[src/rtl/bist_session_scheduler.sv]
// Sequences per-core RTS BIST controllers from one start request and checks MISR signatures.
// Optional per-core WAIT watchdog is compiled in with BIST_TIMEOUT_EN.
module bist_session_scheduler #(
  parameter int unsigned NUM_CUT = 4,
  parameter int unsigned SIG_W   = 16,
  parameter int unsigned TIMEOUT = 4095,
  parameter int unsigned TO_W    = 12
) (
  input  logic                     clk,
  input  logic                     rstIn,
  input  logic                     start,
  input  logic [NUM_CUT-1:0]       cut_mask,
  input  logic [NUM_CUT-1:0]       cut_done,
  input  logic [NUM_CUT*SIG_W-1:0] cut_sig,
  input  logic [NUM_CUT*SIG_W-1:0] golden_sig,
  output logic [NUM_CUT-1:0]       cut_rst,
  output logic                     busy,
  output logic                     done,
  output logic                     pass,
  output logic [NUM_CUT-1:0]       fail_vec,
  output logic [NUM_CUT-1:0]       timeout_vec
);

  localparam int unsigned IDX_W = (NUM_CUT > 1) ? $clog2(NUM_CUT) : 1;

  typedef enum logic [2:0] {
    S_IDLE,
    S_SELECT,
    S_LAUNCH,
    S_WAIT,
    S_CHECK,
    S_NEXT,
    S_FINISH
  } state_e;

  state_e             state_q, state_d;
  logic [IDX_W-1:0]   idx_q, idx_d;
  logic [NUM_CUT-1:0] mask_q, mask_d;
  logic [NUM_CUT-1:0] cut_rst_q, cut_rst_d;
  logic [NUM_CUT-1:0] fail_q, fail_d;
  logic [NUM_CUT-1:0] to_q, to_d;
  logic               busy_q, busy_d;
  logic               done_q, done_d;
  logic               pass_q, pass_d;
  logic               blank_q, blank_d;
  logic               wd_expired;
  logic               sig_mismatch;

  assign sig_mismatch = (cut_sig[idx_q*SIG_W +: SIG_W] != golden_sig[idx_q*SIG_W +: SIG_W]);

`ifdef BIST_TIMEOUT_EN
  // Watchdog: cleared on launch, counts every WAIT cycle.
  logic [TO_W-1:0] wd_cnt_q, wd_cnt_d;

  always_comb begin
    wd_cnt_d = wd_cnt_q;
    if (state_q == S_LAUNCH) begin
      wd_cnt_d = '0;
    end else if (state_q == S_WAIT) begin
      wd_cnt_d = wd_cnt_q + TO_W'(1);
    end
  end

  always_ff @(posedge clk or negedge rstIn) begin
    if (!rstIn) begin
      wd_cnt_q <= '0;
    end else begin
      wd_cnt_q <= wd_cnt_d;
    end
  end

  assign wd_expired = (wd_cnt_q == TO_W'(TIMEOUT));
`else
  logic unused_cfg;
  assign unused_cfg = ^{TIMEOUT, TO_W};
  assign wd_expired = 1'b0;
`endif

  // Next-state and registered-output logic.
  always_comb begin
    state_d   = state_q;
    idx_d     = idx_q;
    mask_d    = mask_q;
    cut_rst_d = '0;
    fail_d    = fail_q;
    to_d      = to_q;
    done_d    = done_q;
    pass_d    = pass_q;
    blank_d   = 1'b0;

    case (state_q)
      S_IDLE: begin
        if (start) begin
          mask_d  = cut_mask;
          fail_d  = '0;
          to_d    = '0;
          done_d  = 1'b0;
          pass_d  = 1'b0;
          idx_d   = '0;
          state_d = S_SELECT;
        end
      end
      S_SELECT: begin
        if (mask_q[idx_q]) begin
          cut_rst_d = NUM_CUT'(1) << idx_q;
          state_d   = S_LAUNCH;
        end else begin
          state_d = S_NEXT;
        end
      end
      S_LAUNCH: begin
        blank_d = 1'b1;
        state_d = S_WAIT;
      end
      S_WAIT: begin
        // First WAIT cycle is blanked so a stale done cannot end the wait.
        if (!blank_q && cut_done[idx_q]) begin
          state_d = S_CHECK;
        end else if (wd_expired) begin
          fail_d[idx_q] = 1'b1;
          to_d[idx_q]   = 1'b1;
          state_d       = S_NEXT;
        end
      end
      S_CHECK: begin
        if (sig_mismatch) begin
          fail_d[idx_q] = 1'b1;
        end
        state_d = S_NEXT;
      end
      S_NEXT: begin
        if (idx_q == IDX_W'(NUM_CUT - 1)) begin
          state_d = S_FINISH;
        end else begin
          idx_d   = idx_q + IDX_W'(1);
          state_d = S_SELECT;
        end
      end
      S_FINISH: begin
        done_d  = 1'b1;
        pass_d  = ~|fail_q;
        state_d = S_IDLE;
      end
      default: begin
        state_d = S_IDLE;
      end
    endcase

    busy_d = (state_d != S_IDLE);
  end

  always_ff @(posedge clk or negedge rstIn) begin
    if (!rstIn) begin
      state_q   <= S_IDLE;
      idx_q     <= '0;
      mask_q    <= '0;
      cut_rst_q <= '0;
      fail_q    <= '0;
      to_q      <= '0;
      busy_q    <= 1'b0;
      done_q    <= 1'b0;
      pass_q    <= 1'b0;
      blank_q   <= 1'b0;
    end else begin
      state_q   <= state_d;
      idx_q     <= idx_d;
      mask_q    <= mask_d;
      cut_rst_q <= cut_rst_d;
      fail_q    <= fail_d;
      to_q      <= to_d;
      busy_q    <= busy_d;
      done_q    <= done_d;
      pass_q    <= pass_d;
      blank_q   <= blank_d;
    end
  end

  assign cut_rst     = cut_rst_q;
  assign busy        = busy_q;
  assign done        = done_q;
  assign pass        = pass_q;
  assign fail_vec    = fail_q;
  assign timeout_vec = to_q;

endmodule

[config.mk]
export PLATFORM = sky130hd
export DESIGN_NAME = bist_session_scheduler
export DESIGN_NICKNAME = d
export VERILOG_FILES = /design/src/rtl/bist_session_scheduler.sv
export SDC_FILE = /design/constraint.sdc
export NUM_CORES = 1
export LEC_CHECK = 0
export ABC_AREA = 1
export BUFFER_PORTS_ARGS = -buffer_cell sky130_fd_sc_hd__buf_2
export CAP_MARGIN = 10
export CORE_ASPECT_RATIO = 0.8
export CORE_UTILIZATION = 46
export CTS_BUF_LIST = sky130_fd_sc_hd__clkbuf_8
export DETAILED_ROUTE_END_ITERATION = 10
export PLACE_DENSITY = 0.9
export RECOVER_POWER = 50
export SKIP_LAST_GASP = 1
export SLEW_MARGIN = 20
export SYNTH_ARGS = -nofsm -noshare
export SYNTH_HDL_FRONTEND = slang
export SYNTH_SLANG_ARGS = --single-unit
[constraint.sdc]
create_clock -name clk -period 2.9 [get_ports clk]
set_clock_uncertainty 0.05 [all_clocks]
set_input_delay 0.435 -clock clk [delete_from_list [all_inputs] [get_ports clk]]
set_output_delay 0.435 -clock clk [all_outputs]
set_load 0.01 [all_outputs]
# Word-level counts from Yosys, hierarchy flattened
# Index checks and enable logic that the tools add are counted.
# totals
regBits	21
in_bits	139
output_inout_bits	15
# classes
add_sub_neg	1
order_cmp	2
eq_ne	11
shift	3
mux	23
bitwise_logic	1
reduce_logical	14
# ops
operator	count
$shiftx A64 B7 Y16	2
$pmux W3 S6	1
$mux W4	4
$ne A16 B16 Y1	1
$mux W3	4
$eq A3 B3 Y1 const B	3
$pmux W4 S2	1
$eq A3 B2 Y1 const B	2
$ne A2 B2 Y1 const B	3
$reduce_and A3 Y1	2
$reduce_bool A2 Y1	3
$mux W1	5
$bmux W1 S2	2
$mux W2	2
$or A4 B4 Y4	1
$pmux W1 S2	2
$pmux W2 S2	1
$reduce_and A2 Y1	2
$reduce_or A4 Y1	1
$shl A1 B2 Y4 const A	1
$eq A3 B1 Y1 const B	1
$logic_not A3 Y1	1
$lt A2 B3 Y1 const B	1
$reduce_bool A3 Y1	1
6 further kinds	8

# Depth between registers and ports, before layout
# logic_depth
word_depth	7
ltp_mapped	14

# Worst setup path after synthesis
# Ideal clock, no wire load.
# synth_path
kind	register -> register
start	register idx_q[0]
end	register busy_q, in the netlist busy
setup_ns	0.119
t_arrival_ns	1.286
slack_ns	1.446
stages_incl_launch_ff	12
path_buffers	1
synth_period_minus_slack_ns	1.454
cell_sequence	dfrtp_1 -> inv_2 -> buf_6 -> o21ai_1 -> a21oi_2 -> nand2_1 -> nand3_2 -> nand2_1 -> nor2_2 -> inv_2 -> nor2_1 -> nand2_1
# synth_via
elab_chain_len	6
elab_cells_between_ends	11
cone_classes	eq/ne (1); mux (8); reduce/logical (2)
# synth_rtl
element	line_no	text
start, declared	37	logic [IDX_W-1:0] idx_q, idx_d;
start signal, assigned	166	idx_q <= idx_d;
$bmux W1 S2	117	if (!blank_q && cut_done[idx_q]) begin
$mux W1 (implied by the code)	117	
$logic_and A1 B1 Y1	117	
$mux W3	117	
$pmux W3 S6 (*)	91	case (state_q)
via state_d[1]	36	state_e state_q, state_d;
$reduce_bool A3 Y1 (*)	149	busy_d = (state_d != S_IDLE);
via busy_d	42	logic busy_q, busy_d;
end signal, assigned	171	busy_q <= busy_d;
end, declared	42	
# Mark *: on every way through the listed nets, which the timed path passes. The rest lies on a longest branch. The select of a mux whose other input is x is not followed.
# A chain may end at the register's enable or synchronous reset.

# Worst setup path in the final report
# layout_path
start	register idx_q[0]
end	register fail_q[2], in the netlist fail_vec[2]
# layout_via
elab_chain_len	7
elab_cells_between_ends	13
cone_classes	order compare (2); eq/ne (2); shift (2); mux (4); bitwise (1); reduce/logical (2)
# layout_rtl
element	line_no	text
branches (longest 7 deep; another with $shiftx A64 B7 Y16)	n/a	
end signal, assigned	169	fail_q <= fail_d;
end, declared	40	logic [NUM_CUT-1:0] fail_q, fail_d;
# Several ways; the timed one is not identified. The select of a mux whose other input is x is not followed.

==> results.md <==
- Status: finished, final reports clean
- CP Class: register to register
- Synth top area cells: dfrtp_1, nand2_1, inv_1
- Area fraction in and, or, nand and nor cells after synthesis: 0.433
- All-layer global routing usage: 0.253
- Routed len/inst: 9.98 um
- Drt pass-1 iters: 4
- Diodes inserted: 0
- DRT iter0 DRCs: 94
- Async set-reset flop share out of synthesis: 1.00
- GR peak layer: met2
- Dpl cell area: ~3000 um^2
- Clk slew on worst S/H paths: about 80 ps
- Fin crit period: between 1500 and 2000 ps
- Type of the worst min-delay path: input port to async pin
- Worst-path cell chain: inv_2, o21ai_0, nor2_1, nand3_1, nand2_1, nand2_1, nand2_1, nand2_1, inv_2, nand2_2, nand3_1, a21oi_1
- Storage cell area: approximately 530 um^2
- Routed Antenna Nets: 0
- First-pass GRT wire length: around 10 mm
- H-tree depth: 1
- Core box area: 4600 um^2
- Clk_lat worst skew: 270 ps
- Worst Setup End Kind: register
- Vias in the first global route: between 2000 and 3000
- IO Pins: 154
- Total Routed Length: slightly above 6 mm
- Combinational share of power: 0.552
- Vias per std cell: 4.52
- Largest family of logic cells by synthesized area: simple AND/OR/NAND/NOR gates
- Worst-Margin Slew: 1090 ps
- Drt drc: 0
- Vias: 2750
- Inserted Clock Buffers: 3
- Hold slack: ~300 ps
- TritonCTS clock tree: built
- Max stage delay on crit path: approximately 390 ps
- Synth-to-Final Area Change: 37.5%
- Post-synth top cells: nand2_1, inv_1, nor2_1
- Count leader, synth: nand2_1
- WP data arrival: roughly 1800 ps
- Crit Path Max Fanout: 16
- Final hold viol count: 0
- Endpoints failing setup: 0
- Filler cells: 446
- Xor/xnor share of the synthesized area: 0.0632
- Met2 GRT Util: 0.496
- Die Ht: ~64 um
- Die Width: between 70 and 80 um
- Worst IR Drop VDD: 0.000278 V
- Fin. max-slew vios: 0
- Hold_buf cts: 0
- Post-synthesis sequential area ratio: 0.237
- Grt met3 use: 0.0471
- Mux cell area share after synthesis: 0
- Cells after Synth: 397
- Layout cells sized above 1: 0.307
- RD Place Congestion: 0.834
- Final #Nets: 692
- Crit share post-route: 0.571
- Clock share of power: 0.133
- Mean Syn Cell Area: between 5 and 6 um^2
- Initial Util: 0.482
- Critical Path Most Common Cell: nand2_1
- Post-synthesis compound-gate area fraction: 0.0762
- Internal Power: approximately 810 uW
- Slowest stage cell, crit path: dfrtp_1
- Yosys top cell area share: 0.237
- Critical Path RT: approximately 3000 ps
- Resized Gates After CTS: 0
- Yosys reg bits: 21
- Pwr dens: ~480 nW/um^2
- Met1 usage: 0.263
- TNS Setup: 0 ps
- Critical path startpoint category: register
- Net Sw Frac: 0.448
- Setup Fix Bufs, Post-CTS: 0
- Final Instance Area: 3050 um^2
- IO Port Bufs: ~150
- Grt ovf: 0
- RSZ-0062 raised after global routing: no
- Leak Pwr: between 0.0015 and 0.002 uW
- Top Family by Delay on Critical Path: simple AND/OR/NAND/NOR gates
- Rows: 22
- Post-synthesis adder-cell area fraction: 0.0226
- Largest area contributor in the netlist: dfrtp_1
- Largest net degree at the start of global routing: 22
- Number of synthesized flops with an enable pin: 0
- Syn Std Cell Area: approximately 2200 um^2
- Max-slew headroom: 0.276
- Sw Pwr: around 660 uW
- Clock root buffer: clkbuf_8
- # clock sinks: 21
- Flop pwr share: 0.315
- DIE AREA: slightly above 5000 um^2
- Fmax: between 600 and 700 MHz
- Maximum clock path buffer count: 2
- Max_cap viols: 0
- Distinct cells, synth: 27
- Bufs and invs on worst path: 2
- Area of the multi-input gates: 1330 um^2
- Top FF cell, synth: dfrtp_1
- Ys Warns: 0
- DP Wirelength: between 5 and 6 mm
- Initial antenna violation count: 0
==> per-layer routing <==
metal	routed length (um)	vias up	share of wire
met5	0	-	0
met4	89	0	0.015
met3	439	10	0.072
met2	3090	110	0.51
met1	2450	1166	0.40
li1	-	1464	-
==> per-stage QoR <==
step	std cells	utilization	power, uW	setup WS (ps)
CTS	608	0.665	1480	1250
finish	608	0.663	1480	1240
detailed placement	604	0.654	1290	1230
floorplan	400	-	1010	1450
global route	608	0.663	1630	995
global placement	604	0.654	1250	1280
==> area by class of cell <==
type,count,area share
well taps,60,0.0246
repair buffers,150,0.245
clock buffers,3,0.0135
inverters,85,0.105
clock inverters,1,0.00246
multi-input cells,288,0.437
flip-flops and latches,21,0.172
==> power groups by stage <==
stage | combinational (uW) | clock (uW) | sequential [uW]
finish | 815 | 197 | 464
global route | 940 | 213 | 478
CTS | 822 | 198 | 464
detailed placement | 816 | 0 | 470
global placement | 779 | 0 | 466
floorplan | 534 | 0 | 480
==> cells in the final DEF, fill, tap and decap left out, drive strengths merged, types with 7 or more instances in the layout <==
cell type  instances
buf              146
xnor2             13
a21oi             13
nor2              78
nand2            123
nand3             25
inv               85
o21ai             15
dfrtp             21
clkbuf             7
==> cell families (layout without fill, tap and decap cells) <==
| kind of cell | after synthesis | after routing |
|---|---|---|
| compound gates | 30 | 30 |
| xor+xnor | 16 | 16 |
| fa+ha+maj | 4 | 4 |
| buf+inv | 91 | 239 |
| flops | 21 | 21 |
| other cells | 1 | 4 |
| simple gates | 234 | 234 |
==> final timing paths <==
check | from | endpoint | cells past startpoint | slack (ps)
max in group asynchronous | rstIn | cut_rst[2]$_DFF_PN0_ | 1 | 1850
hold / removal | rstIn | done$_DFFE_PN0P_ | 1 | 290
hold reg to reg | mask_q[3]$_DFFE_PN0P_ | mask_q[3]$_DFFE_PN0P_ | 2 | 450
setup / recovery | idx_q[0]$_DFFE_PN0P_ | fail_vec[2]$_DFFE_PN0P_ | 12 | 1240
min in group clk | cut_mask[1] | mask_q[1]$_DFFE_PN0P_ | 3 | 300
setup reg to reg | idx_q[0]$_DFFE_PN0P_ | fail_vec[2]$_DFFE_PN0P_ | 12 | 1240
==> flip-flops by register name, summed over array words and instances (netlist names) <==
| signal | flops |
|---|---|
| blank_q | 1 |
| busy | 1 |
| cut_rst | 4 |
| done | 1 |
| fail_vec | 4 |
| idx_q | 2 |
| mask_q | 4 |
| pass | 1 |
| state_q | 3 |
Note: power is estimated with default switching activity, not from simulation.
